===== config.mk =====
export PLATFORM = sky130hd
export DESIGN_NAME = mips_multicycle
export DESIGN_NICKNAME = d
export VERILOG_FILES = /design/src/rtl/mips_multicycle.sv
export SDC_FILE = /design/constraint.sdc
export NUM_CORES = 2
export LEC_CHECK = 0
export ABC_CLOCK_PERIOD_IN_PS = 7350
export BUFFER_PORTS_ARGS = -buffer_cell sky130_fd_sc_hd__buf_2
export CAP_MARGIN = 0
export CORE_MARGIN = 2
export CORE_UTILIZATION = 45
export DETAILED_ROUTE_END_ITERATION = 10
export PLACE_DENSITY = 0.68
export REMOVE_ABC_BUFFERS = 1
export SLEW_MARGIN = 20
export SYNTH_ARGS = -nofsm -noshare
export SYNTH_HDL_FRONTEND = slang
export SYNTH_SLANG_ARGS = --single-unit

===== constraint.sdc =====
create_clock -name clk -period 7.35 [get_ports clk]
set_input_delay 0.735 -clock clk [delete_from_list [all_inputs] [get_ports clk]]
set_output_delay 0.735 -clock clk [all_outputs]
set_load 0.02 [all_outputs]

===== src/rtl/mips_multicycle.sv =====
`default_nettype none
// +----------------------------------------------------------------------+
// | Module   : mips_multicycle                                           |
// | Brief    : Multicycle MIPS subset core (R-type ALU, lw, sw, beq,     |
// |            bne, addi, j) on a unified req/ready memory port.        |
// | Options  : MIPS_JAL_EN - when defined, opcode 03h executes as jal.  |
// | Revision : 1.0 - initial release                                    |
// +----------------------------------------------------------------------+
module mips_multicycle #(
  parameter logic [31:0] RESET_PC     = 32'h0000_0000,
  parameter int          MEM_WAIT_MAX = 0
) (
  input  logic        clk,
  input  logic        reset,
  output logic        mem_req,
  output logic        mem_we,
  output logic [31:0] mem_addr,
  output logic [31:0] mem_wdata,
  input  logic [31:0] mem_rdata,
  input  logic        mem_ready,
  output logic [31:0] pc,
  output logic        retire
);

  // Opcodes and R-type function codes
  localparam logic [5:0] c_op_rtype = 6'h00;
  localparam logic [5:0] c_op_j     = 6'h02;
`ifdef MIPS_JAL_EN
  localparam logic [5:0] c_op_jal   = 6'h03;
`endif
  localparam logic [5:0] c_op_beq   = 6'h04;
  localparam logic [5:0] c_op_bne   = 6'h05;
  localparam logic [5:0] c_op_addi  = 6'h08;
  localparam logic [5:0] c_op_lw    = 6'h23;
  localparam logic [5:0] c_op_sw    = 6'h2B;

  localparam logic [5:0] c_fn_add   = 6'h20;
  localparam logic [5:0] c_fn_sub   = 6'h22;
  localparam logic [5:0] c_fn_and   = 6'h24;
  localparam logic [5:0] c_fn_or    = 6'h25;
  localparam logic [5:0] c_fn_slt   = 6'h2A;

  // The wait bound is informational only; the core waits indefinitely.
  localparam int c_unused_wait_max = MEM_WAIT_MAX;

  typedef enum logic [3:0] {
    FETCH  = 4'd0,
    DECODE = 4'd1,
    MEMADR = 4'd2,
    MEMRD  = 4'd3,
    MEMWB  = 4'd4,
    MEMWR  = 4'd5,
    EXEC   = 4'd6,
    ALUWB  = 4'd7,
    ADDIEX = 4'd8,
    ADDIWB = 4'd9,
    BRANCH = 4'd10,
    JUMP   = 4'd11
  } state_t;

  state_t      r_state;
  state_t      w_state_nxt;

  logic [31:0] r_pc;
  logic [31:0] r_ir;
  logic [31:0] r_a;
  logic [31:0] r_b;
  logic [31:0] r_aluout;
  logic [31:0] r_mdr;
  logic [31:0] r_regs [32];

  // Instruction fields
  logic [5:0]  w_op;
  logic [4:0]  w_rs;
  logic [4:0]  w_rt;
  logic [4:0]  w_rd;
  logic [5:0]  w_funct;
  logic [31:0] w_simm;
  logic        w_funct_ok;
  logic        w_taken;
  logic [31:0] w_alu;

  // Raw FSM outputs before reset gating
  logic        w_req;
  logic        w_we;
  logic [31:0] w_addr;
  logic        w_retire;
  logic        w_rf_we;
  logic [4:0]  w_rf_waddr;
  logic [31:0] w_rf_wdata;

  // Shift amount field is not used by any supported instruction.
  logic        w_unused_ok;

  assign w_op        = r_ir[31:26];
  assign w_rs        = r_ir[25:21];
  assign w_rt        = r_ir[20:16];
  assign w_rd        = r_ir[15:11];
  assign w_funct     = r_ir[5:0];
  assign w_simm      = {{16{r_ir[15]}}, r_ir[15:0]};
  assign w_unused_ok = &{1'b0, r_ir[10:6]};

  assign w_funct_ok = (w_funct == c_fn_add) || (w_funct == c_fn_sub) ||
                      (w_funct == c_fn_and) || (w_funct == c_fn_or)  ||
                      (w_funct == c_fn_slt);

  // beq and bne share the BRANCH state; the opcode selects the sense.
  assign w_taken = (w_op == c_op_beq) ? (r_a == r_b) : (r_a != r_b);

  // R-type ALU on the latched operands
  always_comb begin
    w_alu = 32'h0;
    case (w_funct)
      c_fn_add: w_alu = r_a + r_b;
      c_fn_sub: w_alu = r_a - r_b;
      c_fn_and: w_alu = r_a & r_b;
      c_fn_or:  w_alu = r_a | r_b;
      c_fn_slt: w_alu = {31'h0, ($signed(r_a) < $signed(r_b))};
      default:  w_alu = 32'h0;
    endcase
  end

  // State register
  always_ff @(posedge clk or negedge reset) begin
    if (!reset) begin
      r_state <= FETCH;
    end else begin
      r_state <= w_state_nxt;
    end
  end

  // Next-state and control outputs
  always_comb begin
    w_state_nxt = r_state;
    w_req       = 1'b0;
    w_we        = 1'b0;
    w_addr      = r_pc;
    w_retire    = 1'b0;
    w_rf_we     = 1'b0;
    w_rf_waddr  = 5'd0;
    w_rf_wdata  = r_aluout;
    case (r_state)
      FETCH: begin
        w_req  = 1'b1;
        w_addr = r_pc;
        if (mem_ready) begin
          w_state_nxt = DECODE;
        end
      end
      DECODE: begin
        case (w_op)
          c_op_rtype: begin
            if (w_funct_ok) begin
              w_state_nxt = EXEC;
            end else begin
              w_retire    = 1'b1;
              w_state_nxt = FETCH;
            end
          end
          c_op_lw, c_op_sw:   w_state_nxt = MEMADR;
          c_op_beq, c_op_bne: w_state_nxt = BRANCH;
          c_op_addi:          w_state_nxt = ADDIEX;
          c_op_j:             w_state_nxt = JUMP;
`ifdef MIPS_JAL_EN
          c_op_jal:           w_state_nxt = JUMP;
`endif
          default: begin
            w_retire    = 1'b1;
            w_state_nxt = FETCH;
          end
        endcase
      end
      MEMADR: begin
        w_state_nxt = (w_op == c_op_lw) ? MEMRD : MEMWR;
      end
      MEMRD: begin
        w_req  = 1'b1;
        w_addr = r_aluout;
        if (mem_ready) begin
          w_state_nxt = MEMWB;
        end
      end
      MEMWB: begin
        w_rf_we     = 1'b1;
        w_rf_waddr  = w_rt;
        w_rf_wdata  = r_mdr;
        w_retire    = 1'b1;
        w_state_nxt = FETCH;
      end
      MEMWR: begin
        w_req  = 1'b1;
        w_we   = 1'b1;
        w_addr = r_aluout;
        if (mem_ready) begin
          w_retire    = 1'b1;
          w_state_nxt = FETCH;
        end
      end
      EXEC: begin
        w_state_nxt = ALUWB;
      end
      ALUWB: begin
        w_rf_we     = 1'b1;
        w_rf_waddr  = w_rd;
        w_retire    = 1'b1;
        w_state_nxt = FETCH;
      end
      ADDIEX: begin
        w_state_nxt = ADDIWB;
      end
      ADDIWB: begin
        w_rf_we     = 1'b1;
        w_rf_waddr  = w_rt;
        w_retire    = 1'b1;
        w_state_nxt = FETCH;
      end
      BRANCH: begin
        w_retire    = 1'b1;
        w_state_nxt = FETCH;
      end
      JUMP: begin
`ifdef MIPS_JAL_EN
        // jal links the already-incremented pc into $31
        if (w_op == c_op_jal) begin
          w_rf_we    = 1'b1;
          w_rf_waddr = 5'd31;
          w_rf_wdata = r_pc;
        end
`endif
        w_retire    = 1'b1;
        w_state_nxt = FETCH;
      end
      default: begin
        w_state_nxt = FETCH;
      end
    endcase
  end

  // Datapath registers: PC, IR, operand latches, ALU result, memory data
  always_ff @(posedge clk or negedge reset) begin
    if (!reset) begin
      r_pc     <= RESET_PC;
      r_ir     <= 32'h0;
      r_a      <= 32'h0;
      r_b      <= 32'h0;
      r_aluout <= 32'h0;
      r_mdr    <= 32'h0;
    end else begin
      case (r_state)
        FETCH: begin
          if (mem_ready) begin
            r_ir <= mem_rdata;
            r_pc <= r_pc + 32'd4;
          end
        end
        DECODE: begin
          r_a      <= r_regs[w_rs];
          r_b      <= r_regs[w_rt];
          r_aluout <= r_pc + {w_simm[29:0], 2'b00};
        end
        MEMADR: begin
          r_aluout <= r_a + w_simm;
        end
        MEMRD: begin
          if (mem_ready) begin
            r_mdr <= mem_rdata;
          end
        end
        EXEC: begin
          r_aluout <= w_alu;
        end
        ADDIEX: begin
          r_aluout <= r_a + w_simm;
        end
        BRANCH: begin
          if (w_taken) begin
            r_pc <= r_aluout;
          end
        end
        JUMP: begin
          r_pc <= {r_pc[31:28], r_ir[25:0], 2'b00};
        end
        default: begin
        end
      endcase
    end
  end

  // Register file; $0 is never written so it always reads zero
  always_ff @(posedge clk or negedge reset) begin
    if (!reset) begin
      for (int i = 0; i < 32; i++) begin
        r_regs[i] <= 32'h0;
      end
    end else if (w_rf_we && (w_rf_waddr != 5'd0)) begin
      r_regs[w_rf_waddr] <= w_rf_wdata;
    end
  end

  // Reset forces the bus idle at once, independent of the state register.
  assign mem_req   = w_req & reset;
  assign mem_we    = w_we & reset;
  assign retire    = w_retire & reset;
  assign mem_addr  = w_addr;
  assign mem_wdata = r_b;
  assign pc        = r_pc;

endmodule
`default_nettype wire


==> run summary <==
First-pass GRT wire length - 342000 microns
Sequential power share - 0.309
Die width - 395 microns
Buffer count from post-CTS setup fixing - 0
Detailed placement HPWL - 141000 microns
Netlist cell types - 84
Critical-path cell list - nand2_1 > nor2_2 > a22oi_2 > nor3_1 > nor2b_4 > buf_4 > nor2_1 > a21oi_1
Max Root-Sink Buffers - 3
Ys async rst share - 1.00
I/O pin total - 134
Post-synthesis sequential area ratio - 0.445
Status - complete, no violations
Worst Setup End Kind - register
Slew at the pin with the worst max-slew slack - 1.17 ns
Die Ht - 395 microns
Synthesized area - 68600 sq um
CP Launch Type - register
WL/cell - 27.6 microns
Max Slew Vio Count - 0
Worst vdd ir - 0.323 mV
Worst-skew pair later-pin latency - 0.79 ns
Placer Congestion - 0.968
CP endpoint - r_regs[367]
Final cycle utilization of the critical path - 0.626
Top FF cell, synth - dfrtp_1
Global route overflow - 0
RSZ-0062 raised after global routing - no
Fmax - 217 MHz
Initial antenna violation count - 7
Mean Syn Cell Area - 10.9 sq um
Worst path arrival time - 5.30 ns
CP max FO - 35
EDFF count, synth - 0
Worst setup margin - 2.75 ns
Critical path's slowest cell - nor2b_4
Number of synthesized register bits - 1220
CP Depth - 8
Final Hold Fails - 0
Logic pwr share - 0.481
Leakage - 32.6 nW
Vias/cell - 6.41
Design area - 75400 sq um
Clock buffer count from CTS - 133
Worst slack, placed - 2.92 ns
Reg2Reg Depth - 8
DR vias - 52843
Worst hold path class - primary input to register
CP peak stage delay - 1.04 ns
Starting Density - 0.452
Beginning of the critical path - r_state[1]
Internal - 0.0182 W
Final setup viols - 0
DP Area - 70900 sq um
Clock share of power - 0.210
Final clock skew - 0.0235 ns
R2r setup slk - 2.75 ns
DRT iter0 DRCs - 6312
Cell family with most CP delay - simple AND/OR/NAND/NOR gates
Full die area - 156000 sq um
Share of cells above drive strength 1 - 0.210
H-tree depth - 4
Layout Nets - 6297
Row count - 143
Kind of critical path - register to register
# DRC - 0
Drt first pass iters - 6
Post-route ant nets - 0
Root buffer cell - clkbuf_16
Worst reg2reg endpoint - r_regs[367]
Clock transition at path regs - 0.06 ns
Critical R2R Launch - r_state[1]
Net Sw Power - 0.0146 W
Final Critical Period - 4.60 ns
Power Dens Cells - 435 nW/um^2
Largest net degree at the start of global routing - 155
CTS tree - yes
Max_cap viols - 0
Worst EP required - 8.05 ns
WP buf/inv - 1
WL final - 227000 microns
Slew margin rel. - 0.218
Post-Syn Instances - 6309
CORE AREA - 152000 sq um
GRT Util Overall - 0.293
Vias in the first global route - 52335
PortBufs - 133
Sw Share - 0.446
Sinks on Clock Net - 1220
Synth warnings - 0
Synthesis-to-finish area growth - 9.85%
[worst reg2reg max path, stage by stage (launching register included)]
cell	delay (ns)
dfrtp_1	0.76
nand2_1	0.29
nor2_2	0.56
a22oi_2	0.28
nor3_1	0.82
nor2b_4	1.04
buf_4	0.53
nor2_1	0.10
a21oi_1	0.13
[cell usage in the layout, fill, tap and decap left out, drive strengths merged, types with 13 or more instances in the layout]
| cell | instances |
|---|---|
| xnor2 | 53 |
| a22o | 19 |
| clkbuf | 187 |
| nand3 | 34 |
| mux2 | 97 |
| nand2 | 597 |
| nor4 | 21 |
| nor2 | 764 |
| ha | 157 |
| inv | 132 |
| and3 | 31 |
| buf | 243 |
| o22ai | 26 |
| clkinv | 30 |
| dfrtp | 1220 |
| a21o | 41 |
| nor3 | 47 |
| nor2b | 18 |
| nand2b | 23 |
| mux4 | 640 |
| nand4 | 13 |
| a211oi | 21 |
| mux2i | 105 |
| and2 | 15 |
| a21oi | 736 |
| a221oi | 31 |
| a31oi | 31 |
| xor2 | 31 |
| o21bai | 20 |
| o21ai | 644 |
[power by group through the flow]
stage,Combinational [W],Clock (W),Sequential [W]
final,0.0158,0.00688,0.0101
after global routing,0.0170,0.00724,0.0103
after CTS,0.0156,0.00695,0.0100
after detailed placement,0.0155,0,0.0101
after global placement,0.0155,0,0.0101
after floorplan,0.0103,0,0.0103
[area by class of cell]
type                            instances  area (sq um)
Fill cell                           13334         76300
Multi-Input combinational cell       4382         35700
Sequential cell                      1220         30600
Clock buffer                          187          3800
Tap cell                             2030          2540
Timing Repair Buffer                  244          1680
Clock inverter                         55           646
Inverter                              120           450
Antenna cell                            4          10.0
[metal layers]
metal / wire length [microns] / track usage
met1: 91400 / 0.402
met4: 9230 / 0.116
met2: 104000 / 0.450
met3: 22500 / 0.0701
met5: 46 / 0
[what timing repair did]
item / in CTS / in global routing
hold buffers: 1 / 0
endpoints found under the hold margin: 49 / 0
gates resized for setup: 0 / 0
[stage by stage]
step / cells / power [W] / hold slack [ns] / utilization / setup TNS (ns)
6_report: 8242 / 0.0328 / 0.203 / 0.497 / 0
2_1_floorplan: 5722 / 0.0206 / 0.365 / - / -5197.29
3_5_place_dp: 7995 / 0.0257 / 0.384 / 0.468 / 0
5_1_grt: 8238 / 0.0345 / 0.196 / 0.497 / 0
4_1_cts: 8238 / 0.0326 / 0.158 / 0.497 / 0
3_3_place_gp: 7995 / 0.0255 / 0.376 / 0.467 / 0
[registers in the layout (all words and copies together) (netlist names)]
| register | cells |
|---|---|
| mem_wdata | 32 |
| pc | 32 |
| r_a | 32 |
| r_aluout | 32 |
| r_ir | 32 |
| r_mdr | 32 |
| r_regs | 1024 |
| r_state | 4 |
[cells in the mapped netlist, types with 9 or more instances]
library cell | instances | area (sq um)
a22o_1 | 19 | 166
o211ai_1 | 9 | 67.6
o31ai_1 | 11 | 82.6
mux4_2 | 640 | 14400
a221oi_1 | 31 | 272
o221ai_1 | 9 | 78.8
nor4_1 | 20 | 125
and3_1 | 31 | 194
clkbuf_1 | 449 | 1690
a211oi_1 | 21 | 158
o21ai_0 | 622 | 3110
o21a_1 | 10 | 75.1
o21ai_1 | 22 | 110
buf_1 | 64 | 240
xor2_1 | 31 | 272
a21oi_1 | 736 | 3680
xnor2_1 | 53 | 464
and2_1 | 13 | 81.3
buf_2 | 69 | 345
a22oi_1 | 10 | 75.1
nor2b_1 | 18 | 113
nand2b_1 | 23 | 144
dfrtp_1 | 1220 | 30500
mux2_2 | 97 | 1090
a31oi_1 | 31 | 194
o22ai_1 | 25 | 156
a21o_1 | 40 | 300
o21bai_1 | 20 | 150
mux2i_1 | 105 | 1050
ha_1 | 157 | 1960
inv_1 | 120 | 450
nand4_1 | 13 | 81.3
nor3_1 | 47 | 235
nor2_1 | 757 | 2840
nand2_1 | 597 | 2240
nand3_1 | 34 | 170
or4_1 | 9 | 67.6
[how the worst min path moves through the flow]
stage	from	to	slack [ns]	cells after the start
after floorplan	r_regs[1000]	r_regs[1000]	0.37	0
after global placement	r_regs[1018]	r_regs[1018]	0.38	0
after detailed placement	r_regs[1015]	r_regs[1015]	0.38	0
after CTS	mem_rdata[1]	r_mdr[1]	0.16	2
after global routing	mem_rdata[1]	r_mdr[1]	0.20	2
final	mem_rdata[1]	r_mdr[1]	0.20	2
[cells by family after synthesis]
| family | synth area share |
|---|---|
| AO/OA/AOI/OAI | 0.137 |
| XOR/XNOR | 0.0107 |
| adder cells (fa/ha/maj) | 0.0298 |
| buffers and inverters | 0.0402 |
| flip-flops | 0.445 |
| multiplexers | 0.241 |
| AND/OR/NAND/NOR | 0.0962 |
No activity file was read; power rests on OpenSTA's default activity.
